===== config.mk =====
export PLATFORM = sky130hd
export DESIGN_NAME = seq_divider_32
export DESIGN_NICKNAME = d
export VERILOG_FILES = /design/src/rtl/seq_divider_32_pkg.sv /design/src/rtl/ADDSUB_32.sv /design/src/rtl/seq_divider_32.sv
export SDC_FILE = /design/constraint.sdc
export NUM_CORES = 1
export LEC_CHECK = 0
export CORE_MARGIN = 1
export CORE_UTILIZATION = 53
export DETAILED_ROUTE_END_ITERATION = 10
export GPL_TIMING_DRIVEN = 0
export PLACE_DENSITY_LB_ADDON = 0.05
export SETUP_SLACK_MARGIN = 0.2
export SLEW_MARGIN = 20
export SYNTH_ARGS = -nofsm -noshare
export SYNTH_HDL_FRONTEND = slang
export SYNTH_SLANG_ARGS = --single-unit

===== constraint.sdc =====
create_clock -name clk -period 8.15 [get_ports clk]
set_input_delay 1.63 -clock clk [delete_from_list [all_inputs] [get_ports clk]]
set_output_delay 1.63 -clock clk [all_outputs]
set_load 0.005 [all_outputs]

===== src/rtl/seq_divider_32_pkg.sv =====
// Shared types and constants for the iterative divider.
// State encoding, iteration count and divide-by-zero quotient.
package seq_divider_32_pkg;

  typedef enum logic [2:0] {
    S_IDLE = 3'd0,
    S_PREP = 3'd1,
    S_ITER = 3'd2,
    S_FIX  = 3'd3,
    S_DONE = 3'd4
  } state_t;

  localparam int          DIV_ITERS     = 32;
  localparam logic [31:0] DIV0_QUOTIENT = 32'hFFFF_FFFF;

endpackage


===== src/rtl/ADDSUB_32.sv =====
// 32-bit adder/subtractor: S = X + Y (Sub=0) or X - Y (Sub=1).
// Ports: X, Y operands, Sub mode, S result, Cout carry (1 = no borrow when subtracting).
module ADDSUB_32 (
  input  logic [31:0] X,
  input  logic [31:0] Y,
  input  logic        Sub,
  output logic [31:0] S,
  output logic        Cout
);

  logic [31:0] yx;

  assign yx = Y ^ {32{Sub}};
  assign {Cout, S} = {1'b0, X} + {1'b0, yx} + {32'd0, Sub};

endmodule


===== src/rtl/seq_divider_32.sv =====
// Iterative 32-bit restoring divider (DIV/DIVU/REM/REMU), one trial subtract per cycle.
// Ports: clk, rst, start, signed_op, dividend, divisor -> busy, done, quotient, remainder, div_by_zero.
module seq_divider_32
  import seq_divider_32_pkg::*;
#(
  parameter int WIDTH = 32
) (
  input  logic             clk,
  input  logic             rst,
  input  logic             start,
  input  logic             signed_op,
  input  logic [WIDTH-1:0] dividend,
  input  logic [WIDTH-1:0] divisor,
  output logic             busy,
  output logic             done,
  output logic [WIDTH-1:0] quotient,
  output logic [WIDTH-1:0] remainder,
  output logic             div_by_zero
);

  localparam logic [4:0] LAST = 5'(DIV_ITERS - 1);

  state_t           state;
  logic             sop_q;
  logic [WIDTH-1:0] a_q;
  logic [WIDTH-1:0] b_q;
  logic [WIDTH-1:0] dvs_q;
  logic [WIDTH-1:0] r_q;
  logic [WIDTH-1:0] q_q;
  logic             qneg_q;
  logic             rneg_q;
  logic [4:0]       cnt;

  logic             a_neg;
  logic             b_neg;
  logic [WIDTH-1:0] a_mag;
  logic [WIDTH-1:0] b_mag;
  logic [WIDTH-1:0] rs;
  logic [WIDTH-1:0] s;
  logic             cout;
  logic             accept;

  assign a_neg = sop_q & a_q[WIDTH-1];
  assign b_neg = sop_q & b_q[WIDTH-1];
  assign a_mag = a_neg ? -a_q : a_q;
  assign b_mag = b_neg ? -b_q : b_q;

  assign rs = {r_q[WIDTH-2:0], q_q[WIDTH-1]};

  ADDSUB_32 u_addsub (
    .X    (rs),
    .Y    (dvs_q),
    .Sub  (1'b1),
    .S    (s),
    .Cout (cout)
  );

  // r_q[31] is the 33rd bit of the shifted remainder: it always fits.
  assign accept = r_q[WIDTH-1] | cout;

  always_ff @(posedge clk or posedge rst) begin
    if (rst) begin
      state       <= S_IDLE;
      busy        <= 1'b0;
      done        <= 1'b0;
      quotient    <= '0;
      remainder   <= '0;
      div_by_zero <= 1'b0;
      sop_q       <= 1'b0;
      a_q         <= '0;
      b_q         <= '0;
      dvs_q       <= '0;
      r_q         <= '0;
      q_q         <= '0;
      qneg_q      <= 1'b0;
      rneg_q      <= 1'b0;
      cnt         <= '0;
    end else begin
      done <= 1'b0;
      unique case (state)
        S_IDLE: begin
          if (start) begin
            a_q         <= dividend;
            b_q         <= divisor;
            sop_q       <= signed_op;
            div_by_zero <= 1'b0;
            busy        <= 1'b1;
            state       <= S_PREP;
          end
        end
        S_PREP: begin
          if (b_q == '0) begin
            quotient    <= DIV0_QUOTIENT;
            remainder   <= a_q;
            div_by_zero <= 1'b1;
            done        <= 1'b1;
            state       <= S_DONE;
          end else begin
            dvs_q  <= b_mag;
            q_q    <= a_mag;
            r_q    <= '0;
            cnt    <= '0;
            qneg_q <= a_neg ^ b_neg;
            rneg_q <= a_neg;
            state  <= S_ITER;
          end
        end
        S_ITER: begin
          if (accept) begin
            r_q <= s;
            q_q <= {q_q[WIDTH-2:0], 1'b1};
          end else begin
            r_q <= rs;
            q_q <= {q_q[WIDTH-2:0], 1'b0};
          end
          cnt <= cnt + 5'd1;
          if (cnt == LAST) state <= S_FIX;
        end
        S_FIX: begin
          quotient  <= qneg_q ? -q_q : q_q;
          remainder <= rneg_q ? -r_q : r_q;
          done      <= 1'b1;
          state     <= S_DONE;
        end
        S_DONE: begin
          busy  <= 1'b0;
          state <= S_IDLE;
        end
        default: begin
          busy  <= 1'b0;
          state <= S_IDLE;
        end
      endcase
    end
  end

endmodule


==> results of run 1 <==
==> cells in the mapped netlist (12+ instances only) <==
| master | count | share of area |
|---|---|---|
| o31ai_1 | 28 | 0.015 |
| nand3_1 | 47 | 0.017 |
| a32oi_1 | 12 | 0.0076 |
| a31oi_1 | 12 | 0.0054 |
| nor2_1 | 107 | 0.029 |
| buf_2 | 20 | 0.0073 |
| nor3_1 | 38 | 0.014 |
| or4_1 | 12 | 0.0065 |
| clkbuf_1 | 59 | 0.016 |
| o21ai_1 | 18 | 0.0065 |
| xor2_1 | 87 | 0.055 |
| nand2_1 | 145 | 0.039 |
| o22ai_1 | 15 | 0.0068 |
| inv_1 | 55 | 0.015 |
| a22oi_1 | 19 | 0.010 |
| a21oi_1 | 78 | 0.028 |
| o211ai_1 | 21 | 0.011 |
| xnor2_1 | 57 | 0.036 |
| ha_1 | 38 | 0.034 |
| mux2i_1 | 18 | 0.013 |
| o41ai_1 | 15 | 0.0095 |
| mux2_2 | 59 | 0.048 |
| o21ai_0 | 145 | 0.053 |
| dfrtp_1 | 238 | 0.43 |
==> metal layers <==
metal,GRT usage,vias to the layer above,wire length [um]
li1,-,5683,-
met1,0.372,5720,16400
met2,0.526,366,19500
met3,0.0310,97,1900
met4,0.130,0,1600
met5,0,-,0
==> worst reg2reg max path: stages, from the launching register on <==
cell and delay (ps):
dfrtp_1 420, inv_1 170, ha_1 250, fa_1 420, nor2b_1 180, o2111ai_1 150
a21o_1 220, o21ai_1 400, a41oi_1 320, o31a_1 360, clkbuf_1 200, buf_2 260
buf_2 240, a31oi_1 190, o31ai_1 90
==> path summary, 6_finish.rpt <==
| path | slack, ps | start | end | cells after the start |
|---|---|---|---|---|
| hold reg to reg | 480 | dvs_q[19]$_DFFE_PP0P_ | dvs_q[19]$_DFFE_PP0P_ | 2 |
| setup / recovery | 4130 | q_q[31]$_DFFE_PP0P_ | r_q[19]$_DFFE_PP0P_ | 14 |
| min in group asynchronous | 1520 | rst | quotient[3]$_DFFE_PP0P_ | 2 |
| max in group asynchronous | 5550 | rst | b_q[27]$_DFFE_PP0P_ | 5 |
| hold / removal | 480 | dvs_q[19]$_DFFE_PP0P_ | dvs_q[19]$_DFFE_PP0P_ | 2 |
| setup reg to reg | 4130 | q_q[31]$_DFFE_PP0P_ | r_q[19]$_DFFE_PP0P_ | 14 |
==> cell usage in the layout (no fill, tap or decap), types with 27 or more instances in the layout <==
| master | synthesis | layout |
|---|---|---|
| clkdlybuf4s50_1 | 0 | 134 |
| nor3_1 | 38 | 37 |
| dfrtp_1 | 238 | 238 |
| o21ai_0 | 145 | 145 |
| a21oi_1 | 78 | 78 |
| clkbuf_16 | 0 | 27 |
| xor2_1 | 87 | 87 |
| o31ai_1 | 28 | 28 |
| inv_1 | 55 | 54 |
| ha_1 | 38 | 38 |
| nand3_1 | 47 | 47 |
| nor2_1 | 107 | 107 |
| mux2_2 | 59 | 59 |
| xnor2_1 | 57 | 57 |
| nand2_1 | 145 | 145 |
| clkbuf_1 | 59 | 63 |
==> area by class of cell <==
| cell class | instances | area (um^2) |
|---|---|---|
| plain buffers | 87 | 378 |
| well taps | 330 | 413 |
| inverters | 56 | 214 |
| fillers | 2151 | 8670 |
| clock inverters | 7 | 93.8 |
| flip-flops and latches | 238 | 5960 |
| clock buffers | 42 | 842 |
| repair buffers | 142 | 1500 |
| multi-input cells | 1106 | 7260 |
==> flip-flops by register name, summed over array words and instances (netlist names), 3 cells and up <==
name,cells
state,3
a_q,32
cnt,5
quotient,32
b_q,32
dvs_q,32
remainder,32
r_q,32
q_q,32
==> cell families after synthesis <==
| group | count (synthesis) | synth area share |
|---|---|---|
| DFF | 238 | 0.432 |
| xor gates and xnor gates | 144 | 0.0914 |
| and+or+nand+nor | 431 | 0.150 |
| adders and majority gates | 39 | 0.0359 |
| AOI/OAI and AO/OA | 415 | 0.188 |
| muxes | 77 | 0.0612 |
| buffers and inverters | 143 | 0.0426 |
==> power breakdown <==
part	total, W	switching (W)	internal (W)	leakage (nW)
combinational	0.00411	0.00227	0.00184	3.53
sequential	0.00240	0.000657	0.00175	2.91
clock	0.00126	0.000493	0.000769	0.457
==> metrics by stage <==
stage / total power, W / hold WS, ps / cells / worst slack [ps]
global placement: 0.00637 / 464 / 1951 / 1610
detailed placement: 0.00648 / 470 / 1959 / 4220
finish: 0.00777 / 476 / 2008 / 4130
floorplan: 0.00513 / 450 / 1487 / 3400
CTS: 0.00777 / 483 / 2008 / 4210
global route: 0.00835 / 501 / 2008 / 4050
==> out/metrics.csv, run 1 <==
metric;value;unit
number of buffers created by CTS;27;
average wire per standard cell;19.6;um
min-delay worst type;flop to flop;
count of buffers added by post-CTS timing repair for setup;0;
antenna violations before repair;0;
global-route wire length before repair;62.0;mm
Max-Cap Viols;0;
CTS sink cnt;238;
number of gates resized after CTS;0;
final period demand of the worst path;4020;ps
Ys Warns;0;
type of element launching the critical path;flop;
number of primary I/O pins;135;
critical path data required time;8550;ps
diodes inserted;0;
H-tree Lvls;1;
placement-stage cell area;15700;um^2
fin util;0.658;
CP max stage delay;420;ps
Worst path slowest cell;dfrtp_1;
maximum frequency from static timing analysis;249;MHz
mapped cell area;13800;um^2
area growth from synthesis to layout;20.7;%
worst skew pair latency;550;ps
Clock Pin Slew Worst Setup and Hold Paths;60;ps
final hold violation count;0;
PwrDens;467;nW/um^2
crit path kind;flop to flop;
peak ir drop on the vdd network;238;uV
number of distinct standard cells referenced by the synthesized netlist;78;
Critical Path AT;4420;ps
number of remaining DRC errors;0;
Tcrit/Tclk final;0.493;
CP cell instances;inv_1 > ha_1 > fa_1 > nor2b_1 > o2111ai_1 > a21o_1 > o21ai_1 > a41oi_1 > o31a_1 > clkbuf_1 > buf_2 > buf_2 > a31oi_1 > o31ai_1;
die area;26700;um^2
post-layout instance area;16700;um^2
CTS tree;built;
number of nets with antenna violations after routing;0;
pin count of the biggest net entering global routing;36;
outcome;finished, final reports clean;
post-detailed-routing wire length;39.4;mm
Starting Density;0.545;
half-perimeter wire length of the detailed placement result;30.4;mm
core area;25300;um^2
Setup violations, final;0;
Root Driver;clkbuf_16;
Slew Limit Fails;0;
Hold Buf Count CTS;0;
Setup TNS;0;ps
flip-flop cell with the highest count after synthesis;dfrtp_1;
Post-synth EDFFs;0;
dominant cell type by count on the critical path;buf_2;
setup repair after global routing missed its margin;no;
Tightest Pin Transition;850;ps
vias per std cell;5.91;
Die Width;163;um
Total GRT Usage;0.300;
number of detailed-route iterations in the first pass;5;
Vias;11900;
delay-heaviest family, CP;compound AO/OA/AOI/OAI gates;
count of routing violations after the opening detailed-route iteration;786;
standard-cell rows;58;
largest buffer count on any clock path;3;
P_leak;6.90;nW
number of buffers and inverters on the critical path;4;
fraction of synthesis flops using an asynchronous set or reset pin;1.00;
Die Y-Extent;163;um
crit path capture type;flop;
remaining global-route overflow;0;
biggest fanout along the worst timing path;10;
fraction of final layout cells sized beyond drive strength 1;0.0959;
tightest slew margin relative to the limit;0.430;
count of input and output buffers;134;
number of nets in the finished design;1765;
Post-Synthesis Cells;1487;
number of global-route vias before repair;11500;
number of nets in the synthesized netlist;1594;
worst clock skew;12.4;ps
routability cong.;0.922;
Post-Synthesis Mean Instance Area;9.28;um^2
register area share after synthesis;0.432;
Synth Register Bits;238;
Power figures use the tool's default switching activity.
==> run 2: changes to the inputs <==
CORE_UTILIZATION = 58   (was 53)
clock period = 4.1 ns   (was 8.15 ns; I/O delays follow)
==> out/metrics.csv, run 2 (same netlist as run 1, synthesis figures left out) <==
metric;value;unit;change
outcome;finished, final reports clean;;
H-tree Lvls;1;;unchanged
biggest fanout along the worst timing path;10;;unchanged
internal power consumption;0.00860;W;+98%
Setup violations, final;0;;unchanged
slack of the worst reg-to-reg path;380;ps;-3750 ps
crit path capture type;flop;;
count of input and output buffers;134;;unchanged
die area;24400;um^2;-8.5%
cell total after placement;1948;;-0.56%
post-detailed-routing wire length;38.1;mm;-3.3%
Hold Buf Count CTS;0;;unchanged
Tcrit/Tclk final;0.906;;+0.413
vias per std cell;5.95;;+0.72%
number of detailed-route iterations in the first pass;5;;unchanged
Die Width;156;um;-4.4%
Vias;11900;;-0.034%
count of routing violations after the opening detailed-route iteration;872;;+11%
part of the power in combinational logic;0.532;;+0.003
Worst Hold Depth;2;;unchanged
Total GRT Usage;0.319;;+0.0192
count of non-filler cells in the finished layout;1993;;-0.75%
most common library cell in the layout ignoring fill and taps;dfrtp_1;;
final hold violation count;0;;unchanged
maximum frequency from static timing analysis;269;MHz;+8.1%
pin count of the biggest net entering global routing;36;;unchanged
min-delay worst type;flop to flop;;
area growth from synthesis to layout;20.3;%;
peak ir drop on the vdd network;446;uV;+88%
switch share;0.440;;-0.000557
final period demand of the worst path;3720;ps;-302 ps
crit path kind;flop to flop;;
worst skew pair latency;530;ps;-20 ps
tightest hold margin;474;ps;-2.01 ps
core area;23400;um^2;-7.6%
number of primary I/O pins;135;;unchanged
Tightest Pin Transition;745;ps;-105 ps
P_leak;6.88;nW;-0.16%
antenna violations before repair;0;;unchanged
half-perimeter wire length of the detailed placement result;29.2;mm;-4.1%
routability cong.;0.979;;+6.2%
PwrDens;924;nW/um^2;+98%
worst reg2reg path depth;14;;unchanged
number of nets in the finished design;1765;;unchanged
number of buffers created by CTS;27;;unchanged
post-placement setup slack;209;ps;-4010 ps
CTS tree;built;;
Die Y-Extent;156;um;-4.4%
final-layout fill cell count;1879;;-13%
CTS sink cnt;238;;unchanged
average wire per standard cell;19.1;um;-2.6%
portion of total power attributed to the clock network;0.157;;-0.005
type of element launching the critical path;flop;;
Slew Limit Fails;0;;unchanged
sequential group share of total power;0.311;;+0.002
number of global-route vias before repair;11400;;-0.64%
Max-Cap Viols;0;;unchanged
fraction of final layout cells sized beyond drive strength 1;0.0962;;+0.000229
number of remaining DRC errors;0;;unchanged
tightest slew margin relative to the limit;0.503;;+0.0736
smallest setup slack after layout;384;ps;-3750 ps
global-route wire length before repair;60.3;mm;-2.7%
Starting Density;0.590;;+0.0448
standard-cell rows;56;;-3.4%
worst clock skew;13.3;ps;+0.889 ps
largest buffer count on any clock path;3;;unchanged
diodes inserted;0;;unchanged
remaining global-route overflow;0;;unchanged
Critical Path AT;4100;ps;-320 ps
Clock Pin Slew Worst Setup and Hold Paths;60;ps;about the same
setup repair after global routing missed its margin;no;;
Root Driver;clkbuf_16;;
critical path data required time;4480;ps;-4070 ps
number of nets with antenna violations after routing;0;;unchanged
net switching power;0.00675;W;+97%
commonest non-fill, non-tap cells in the layout;238 x dfrtp_1, 145 x nand2_1, 145 x o21ai_0;;
[run 2: cell types whose count changed in the layout (fill, tap and decap cells not counted), sizes merged]
cell      before  now
buf           36   35
clkinvlp       3    1
clkinv         2    5
clkbuf       101   97
[run 2: power groups by stage]
stage | Clock (W) | Sequential (W) | Combinational, W
finish | 0.00242 | 0.00477 | 0.00816
floorplan | 0 | 0.00439 | 0.00581
detailed placement | 0 | 0.00476 | 0.00803
global route | 0.00253 | 0.00490 | 0.00905
CTS | 0.00244 | 0.00473 | 0.00809
global placement | 0 | 0.00472 | 0.00783
[run 2: timing repair]
item | in CTS | in global routing
resized for setup | 1 | 3
setup buffers | 0 | 0
setup endpoints to repair | 3 | 15
[run 2: through the flow]
step                total power [W]  setup TNS (ps)  utilization  cell area (um^2)
detailed placement           0.0128               0        0.671             15700
global placement             0.0125         -372460        0.664             15500
floorplan                    0.0102               0            -             13800
finish                       0.0153               0        0.710             16600
CTS                          0.0153               0        0.709             16600
global route                 0.0165               0        0.710             16600
[run 2: layout make-up]
cell class	count	area, um^2	share of cell area
sequential	238	5960	0.359
tap	319	399	0.0240
clock inverter	8	96.3	0.00580
timing repair buffer	142	1490	0.0897
clock buffer	37	793	0.0478
buffer	87	380	0.0229
multi-input combinational	1106	7280	0.438
inverter	56	214	0.0129
[run 2: critical path, stage by stage, from the launching register on]
cell	delay [ps]
dfrtp_1	420
inv_1	170
ha_1	250
fa_1	410
nor2b_1	200
o2111ai_1	150
a21o_1	240
o21ai_4	220
a41oi_2	230
o31a_1	330
clkbuf_1	200
clkbuf_4	260
buf_2	220
a31oi_1	190
o31ai_1	90
[run 2: worst paths after layout]
check | endpoint | from
worst max-delay path | r_q[19]$_DFFE_PP0P_ | q_q[31]$_DFFE_PP0P_
worst min-delay path | dvs_q[26]$_DFFE_PP0P_ | dvs_q[26]$_DFFE_PP0P_
worst max register to register | r_q[19]$_DFFE_PP0P_ | q_q[31]$_DFFE_PP0P_
worst min register to register | dvs_q[26]$_DFFE_PP0P_ | dvs_q[26]$_DFFE_PP0P_
max in group asynchronous | dvs_q[29]$_DFFE_PP0P_ | rst
min in group asynchronous | quotient[6]$_DFFE_PP0P_ | rst
[run 2: per-layer routing]
layer / GRT usage / up-vias / wire [um]
met3: 0.0438 / 110 / 2100
met4: 0.153 / 0 / 1770
met2: 0.554 / 414 / 18700
li1: - / 5686 / -
met5: 0 / - / 0
met1: 0.391 / 5652 / 15500
